**src/rtl/tour_pkg.sv**
```systemverilog
// Purpose: shared types and constants for the knight tour move sequencer.
// Latency: n/a (types, constants and a pure combinational helper only).
// Backpressure: n/a.
package tour_pkg;

    // Sequencer states: one command leg is issued, then we wait for completion.
    typedef enum logic [2:0] {
        IDLE   = 3'd0,
        VERT   = 3'd1,
        WAIT_V = 3'd2,
        HORZ   = 3'd3,
        WAIT_H = 3'd4
    } state_t;

    // Opcodes in cmd[15:12]
    localparam logic [3:0] MOVE         = 4'h2;
    localparam logic [3:0] MOVE_FANFARE = 4'h3;

    // Headings in cmd[11:4]
    localparam logic [7:0] NORTH = 8'h00;
    localparam logic [7:0] SOUTH = 8'h7F;
    localparam logic [7:0] WEST  = 8'h3F;
    localparam logic [7:0] EAST  = 8'hBF;

    // Response bytes back to the UART wrapper
    localparam logic [7:0] RESP_ACK = 8'hA5;
    localparam logic [7:0] RESP_POS = 8'h5A;

    // Pack opcode, heading and square count into a 16-bit motion command.
    function automatic logic [15:0] build_cmd(input logic [3:0] op,
                                              input logic [7:0] heading,
                                              input logic [3:0] squares);
        return {op, heading, squares};
    endfunction

endpackage

```
**src/rtl/knight_move_decode.sv**
```systemverilog
// Purpose: turn a one-hot knight move into vertical and horizontal leg fields.
// Latency: purely combinational, zero cycles.
// Backpressure: none; output tracks the input move every cycle.
module knight_move_decode
    import tour_pkg::*;
(
    input  logic [7:0] i_move,
    output logic [7:0] o_vert_heading,
    output logic [3:0] o_vert_sq,
    output logic [7:0] o_horz_heading,
    output logic [3:0] o_horz_sq
);

    // Lowest set bit wins; an empty move yields zero-square legs
    // (dy=0 is not positive so south, dx=0 is not positive so west).
    always_comb begin
        o_vert_heading = SOUTH;
        o_vert_sq      = 4'd0;
        o_horz_heading = WEST;
        o_horz_sq      = 4'd0;
        casez (i_move)
            8'b???????1: begin // dx +1, dy +2
                o_vert_heading = NORTH; o_vert_sq = 4'd2;
                o_horz_heading = EAST;  o_horz_sq = 4'd1;
            end
            8'b??????10: begin // dx -1, dy +2
                o_vert_heading = NORTH; o_vert_sq = 4'd2;
                o_horz_heading = WEST;  o_horz_sq = 4'd1;
            end
            8'b?????100: begin // dx -2, dy +1
                o_vert_heading = NORTH; o_vert_sq = 4'd1;
                o_horz_heading = WEST;  o_horz_sq = 4'd2;
            end
            8'b????1000: begin // dx -2, dy -1
                o_vert_heading = SOUTH; o_vert_sq = 4'd1;
                o_horz_heading = WEST;  o_horz_sq = 4'd2;
            end
            8'b???10000: begin // dx -1, dy -2
                o_vert_heading = SOUTH; o_vert_sq = 4'd2;
                o_horz_heading = WEST;  o_horz_sq = 4'd1;
            end
            8'b??100000: begin // dx +1, dy -2
                o_vert_heading = SOUTH; o_vert_sq = 4'd2;
                o_horz_heading = EAST;  o_horz_sq = 4'd1;
            end
            8'b?1000000: begin // dx +2, dy -1
                o_vert_heading = SOUTH; o_vert_sq = 4'd1;
                o_horz_heading = EAST;  o_horz_sq = 4'd2;
            end
            8'b10000000: begin // dx +2, dy +1
                o_vert_heading = NORTH; o_vert_sq = 4'd1;
                o_horz_heading = EAST;  o_horz_sq = 4'd2;
            end
            default: begin
                o_vert_heading = SOUTH; o_vert_sq = 4'd0;
                o_horz_heading = WEST;  o_horz_sq = 4'd0;
            end
        endcase
    end

endmodule

```
**src/rtl/tour_move_sequencer.sv**
```systemverilog
// Purpose: replay a solved knight tour as vertical + horizontal motion commands, owning the command path while active.
// Latency: first command valid one cycle after start_tour; each leg follows one cycle after the previous send_resp.
// Backpressure: a leg is held (cmd_rdy high) until clr_cmd_rdy, then the next leg waits for send_resp.
module tour_move_sequencer
    import tour_pkg::*;
#(
    parameter int NUM_MOVES = 24
) (
    input  logic        clk,
    input  logic        rst_n,
    input  logic        start_tour,
    input  logic [7:0]  move,
    output logic [4:0]  mv_indx,
    input  logic [15:0] cmd_UART,
    input  logic        cmd_rdy_UART,
    output logic        clr_cmd_rdy_UART,
    output logic [15:0] cmd,
    output logic        cmd_rdy,
    input  logic        clr_cmd_rdy,
    input  logic        send_resp,
    output logic [7:0]  resp,
    output logic        usurp,
    output logic        mv_vert_or_horiz
);

    localparam logic [4:0] LAST_IDX = 5'(NUM_MOVES - 1);

    state_t      r_state;
    state_t      w_next_state;
    logic [4:0]  r_mv_indx;

    logic [7:0]  w_vert_heading;
    logic [3:0]  w_vert_sq;
    logic [7:0]  w_horz_heading;
    logic [3:0]  w_horz_sq;
    logic [15:0] w_seq_cmd;
    logic        w_seq_rdy;
    logic        w_last_move;

    knight_move_decode u_decode (
        .i_move         (move),
        .o_vert_heading (w_vert_heading),
        .o_vert_sq      (w_vert_sq),
        .o_horz_heading (w_horz_heading),
        .o_horz_sq      (w_horz_sq)
    );

    assign w_last_move = (r_mv_indx == LAST_IDX);

    // State register; reset aborts any tour in progress.
    always_ff @(posedge clk or negedge rst_n) begin
        if (!rst_n) r_state <= IDLE;
        else        r_state <= w_next_state;
    end

    // Move index: cleared on tour start, advanced after each completed pair,
    // never stepped past the last move so it cannot wrap.
    always_ff @(posedge clk or negedge rst_n) begin
        if (!rst_n)
            r_mv_indx <= 5'd0;
        else if (r_state == IDLE && start_tour)
            r_mv_indx <= 5'd0;
        else if (r_state == WAIT_H && send_resp && !w_last_move)
            r_mv_indx <= r_mv_indx + 5'd1;
    end

    // Next state: each state only reacts to its own handshake, so stray
    // clr_cmd_rdy / send_resp / start_tour in other states are ignored.
    always_comb begin
        w_next_state = r_state;
        case (r_state)
            IDLE:    if (start_tour)  w_next_state = VERT;
            VERT:    if (clr_cmd_rdy) w_next_state = WAIT_V;
            WAIT_V:  if (send_resp)   w_next_state = HORZ;
            HORZ:    if (clr_cmd_rdy) w_next_state = WAIT_H;
            WAIT_H:  if (send_resp)   w_next_state = w_last_move ? IDLE : VERT;
            default: w_next_state = IDLE;
        endcase
    end

    // Outputs: sequencer command per leg, then mux against the UART path.
    always_comb begin
        usurp            = (r_state != IDLE);
        mv_vert_or_horiz = (r_state == HORZ) || (r_state == WAIT_H);
        w_seq_rdy        = (r_state == VERT) || (r_state == HORZ);
        w_seq_cmd        = mv_vert_or_horiz ?
                           build_cmd(MOVE_FANFARE, w_horz_heading, w_horz_sq) :
                           build_cmd(MOVE, w_vert_heading, w_vert_sq);
        mv_indx          = r_mv_indx;

        if (usurp) begin
            cmd              = w_seq_cmd;
            cmd_rdy          = w_seq_rdy;
            clr_cmd_rdy_UART = 1'b0;
        end else begin
            cmd              = cmd_UART;
            cmd_rdy          = cmd_rdy_UART;
            clr_cmd_rdy_UART = clr_cmd_rdy;
        end

        // Positive-ack only for UART commands and the final leg of the tour.
        if (!usurp || (r_state == WAIT_H && w_last_move)) resp = RESP_ACK;
        else                                               resp = RESP_POS;
    end

endmodule

```
**config.mk**
```make
export PLATFORM = sky130hd
export DESIGN_NAME = tour_move_sequencer
export DESIGN_NICKNAME = d
export VERILOG_FILES = /design/src/rtl/tour_pkg.sv /design/src/rtl/knight_move_decode.sv /design/src/rtl/tour_move_sequencer.sv
export SDC_FILE = /design/constraint.sdc
export NUM_CORES = 1
export LEC_CHECK = 0
export CORE_MARGIN = 4
export CORE_UTILIZATION = 32
export DETAILED_ROUTE_END_ITERATION = 16
export PLACE_DENSITY = 0.86
export SYNTH_ARGS = -nofsm -noshare
export SYNTH_HDL_FRONTEND = slang
export SYNTH_SLANG_ARGS = --single-unit
```
**constraint.sdc**
```tcl
create_clock -name clk -period 2.15 [get_ports clk]
set_clock_uncertainty 0.05 [all_clocks]
set_input_delay 0.3225 -clock clk [delete_from_list [all_inputs] [get_ports clk]]
set_output_delay 0.3225 -clock clk [all_outputs]
set_load 0.01 [all_outputs]
```
==> flow_metrics.tcl <==
set metrics [dict create \
    final_cell_mix "sky130_fd_sc_hd__clkdlybuf4s50_1, sky130_fd_sc_hd__buf_4, sky130_fd_sc_hd__a21oi_1" \
    syn_inst 99 \
    crit_path_max_incr_delay_ns 0.42 \
    n_antenna_cell 0 \
    synthesis.area_um2 777.0 \
    ys_ff_latch 8 \
    hold_viol 0 \
    synthesis.area_per_instance_um2 7.848 \
    routed_wirelength_um 3423 \
    rr_worst_depth 6 \
    weighted_congestion_reported_at_the_end_of_routability_driven_placement 0.9442 \
    tritoncts "yes" \
    place_inst 194 \
    layout.cell_area.non_filler_mm2 0.001560 \
    utilization_after_layout_pct 69.20 \
    power.ir.vdd_worst_uv 810.7 \
    worst_path_max_delay_cell "sky130_fd_sc_hd__clkdlybuf4s50_1" \
    run_status "finished with violations" \
    initial_core_utilization_pct 34.46 \
    cts_buffers 3 \
    layout.cells.most_common "sky130_fd_sc_hd__clkdlybuf4s50_1" \
    number_of_maximum_capacitance_violations 0 \
    fin_nets 207 \
    timing.final.crit_period_ns 2.181 \
    tightest_slew_ns 0.3789 \
    timing.slew.headroom_pct 74.66 \
    clock_tree.htree_level_count 1 \
    max_freq_ghz 0.4585 \
    cts.reportedPaths.clkPinSlew_ns 0.05 \
    cts-root-buf "sky130_fd_sc_hd__clkbuf_4" \
    layout-drive-gt1-share_pct 27.01 \
    timing.critical_path.fanout_max 2 \
    antenna_violating_nets_post_route 0 \
    worst_ep_required_time_ns 1.78 \
    placementRows 17 \
    fillerInstances 190 \
    dieArea_mm2 0.003280 \
    finalCritPeriodShare_pct 101.4 \
    p_per_area_mw_per_mm2 1163 \
    violations "setup timing" \
    avgViaCountPerCell 5.248 \
    synth_cell_types 36 \
    cts-root-to-sink-buffers 2 \
    finalMaxSlewViolations 0 \
    fin_ws_ns -0.03095 \
    detail_route.wl_per_cell_um 16.95 \
    clock_sink_count 8 \
    cp.arrival_ns 1.81 \
    worstPathCellList "clkdlybuf4s50_1, buf_4, nor2_1, o31a_1, nand3_2, a21oi_1, buf_2" \
    drtPass1Iterations 4 \
    dr.first_iter.drc_count 79 \
    source_to_sink_clock_delay_at_the_later_pin_of_the_worst_skew_pair_ns 0.25 \
    r2r_end "mv_indx[3]" \
    syn-num-nets 130 \
    post_cts_hold_buffer_count 0 \
    globalRouteTotalUtil_pct 20.54 \
    setup_viol 1 \
    worst-setup-path-type "in -> out" \
    leakagePower_nw 0.7611 \
    end_kind "output pin" \
    port_buffers 62 \
    die-height_um 57.28 \
    detailroute.via_count 1060 \
    die_x_um 57.28 \
    classification_of_the_worst_slack_hold_path "in -> async" \
    vias_in_the_first_global_route 1050 \
    yosys_warnings 0 \
    critical_path.startpoint_type "input pin" \
    number_of_antenna_violations_at_the_first_check_in_global_routing 0 \
    detailed_place.area_mm2 0.001480 \
    p_r_area_growth_vs_syn_pct 100.8 \
    design.portCount 63 \
    ff2ff_setup_slack_ns 0.48 \
    r2r-start "mv_indx[0]" \
    remaining_drc_errors 0 \
    globalRouteOverflowTotal 0 \
    instances_no_fill 202 \
    hpwl_um 2537 \
    global_route_wire_length_before_repair_um 5271 \
    seq_area_frac_synth_pct 25.76 \
    total_design_power_mw 1.815 \
    coreArea_mm2 0.002255 \
    largest_net_degree_at_the_start_of_global_routing 10 \
]
## worst max-delay path: cells and delay by family
kind	cells	cell delay, ns
AO/OA/AOI/OAI	2	0.44
buffers and inverters	3	0.74
AND/OR/NAND/NOR	2	0.31
## through the flow
| step | worst slack, ns | hold WS, ns | TNS [ns] |
|---|---|---|---|
| 3_3_place_gp | -0.3697 | 0.5249 | -3.273 |
| 3_5_place_dp | -0.4112 | 0.5230 | -3.695 |
| 2_1_floorplan | 0.3254 | -0.02309 | 0 |
| 5_1_grt | -0.07115 | 0.3069 | -0.1078 |
| 6_report | -0.03095 | 0.3019 | -0.03095 |
| 4_1_cts | 0.003792 | 0.2973 | 0 |
## report_power, final
group | internal, mW | switching, mW | total (mW)
registers | 0.186 | 0.0525 | 0.239
clock network | 0.0639 | 0.0514 | 0.115
logic | 0.756 | 0.705 | 1.46
total | 1.01 | 0.809 | 1.81
## layout make-up
type / count / area (µm²) / area share (%)
sequential: 8 / 202.7 / 12.99
timing repair buffer: 81 / 733.2 / 46.99
inverter: 5 / 20.02 / 1.283
tap: 28 / 35.03 / 2.245
clock buffer: 3 / 22.52 / 1.443
multi-input combinational: 77 / 546.8 / 35.04
## cells in the mapped netlist
master,instances,area [µm²]
sky130_fd_sc_hd__xnor2_1,1,8.760
sky130_fd_sc_hd__nand4_1,1,6.260
sky130_fd_sc_hd__a22o_1,1,8.760
sky130_fd_sc_hd__buf_4,6,45.04
sky130_fd_sc_hd__o21ai_0,5,25.02
sky130_fd_sc_hd__a31o_2,1,8.760
sky130_fd_sc_hd__or3_1,3,18.77
sky130_fd_sc_hd__ha_1,1,12.51
sky130_fd_sc_hd__a21o_1,1,7.510
sky130_fd_sc_hd__nand4_4,1,21.27
sky130_fd_sc_hd__nand2_1,6,22.52
sky130_fd_sc_hd__o31a_1,1,8.760
sky130_fd_sc_hd__inv_2,1,3.750
sky130_fd_sc_hd__nand4b_1,1,8.760
sky130_fd_sc_hd__nor3_2,1,10.01
sky130_fd_sc_hd__or4_1,1,7.510
sky130_fd_sc_hd__inv_1,3,11.26
sky130_fd_sc_hd__clkinv_1,1,3.750
sky130_fd_sc_hd__nor2_4,1,11.26
sky130_fd_sc_hd__nand2b_1,3,18.77
sky130_fd_sc_hd__nor2_1,8,30.03
sky130_fd_sc_hd__and2_1,6,37.54
sky130_fd_sc_hd__and3_1,1,6.260
sky130_fd_sc_hd__nor4_1,2,12.51
sky130_fd_sc_hd__o31ai_1,2,15.01
sky130_fd_sc_hd__a22oi_1,1,7.510
sky130_fd_sc_hd__buf_2,1,5.000
sky130_fd_sc_hd__xor2_1,2,17.52
sky130_fd_sc_hd__a21oi_1,11,55.05
sky130_fd_sc_hd__and3b_1,1,8.760
sky130_fd_sc_hd__mux2i_1,2,20.02
sky130_fd_sc_hd__a32o_1,2,20.02
sky130_fd_sc_hd__dfrtp_1,8,200.2
sky130_fd_sc_hd__nand3_1,4,20.02
sky130_fd_sc_hd__o21a_1,6,45.04
sky130_fd_sc_hd__clkbuf_1,2,7.510
## timing repair
item                                   in CTS  in global routing
endpoints found under the hold margin       0                  0
setup endpoints to repair                  24                 11
resized for setup                          57                 11
pin swaps                                   1                  2
setup buffers                               3                  2
## worst max-delay path by stage
stage                     startpoint  endpoint  slack (ns)  cells past startpoint
after floorplan           mv_indx[0]   resp[3]        0.33                      6
after global placement       move[1]    cmd[4]       -0.37                      6
after detailed placement     move[1]    cmd[8]       -0.41                      6
after CTS                 r_state[1]   resp[7]       0.004                      4
after global routing         move[1]    cmd[1]       -0.07                      7
final                        move[1]    cmd[1]       -0.03                      7
## registers in the layout, indices dropped and copies added (netlist names)
signal / flops
mv_indx: 5
r_state: 3
## metal layers
layer | vias to the layer above | GRT usage, % | routed length [µm]
met4 | 0 | 5.298 | 31
met2 | 52 | 39.64 | 1882
met5 | - | 0 | 0
li1 | 506 | - | -
met3 | 5 | 4.299 | 235
met1 | 497 | 22.42 | 1273
## logic make-up (layout without fill, tap and decap cells)
family | after synthesis | in the layout | share of synthesized area, %
flops | 8 | 8 | 25.76
compound gates | 31 | 31 | 25.93
xor+xnor | 3 | 3 | 3.382
buf+inv | 14 | 89 | 9.821
mux | 2 | 2 | 2.577
simple gates | 40 | 40 | 30.92
fa+ha+maj | 1 | 1 | 1.610
No activity file was read; power rests on OpenSTA's default activity.
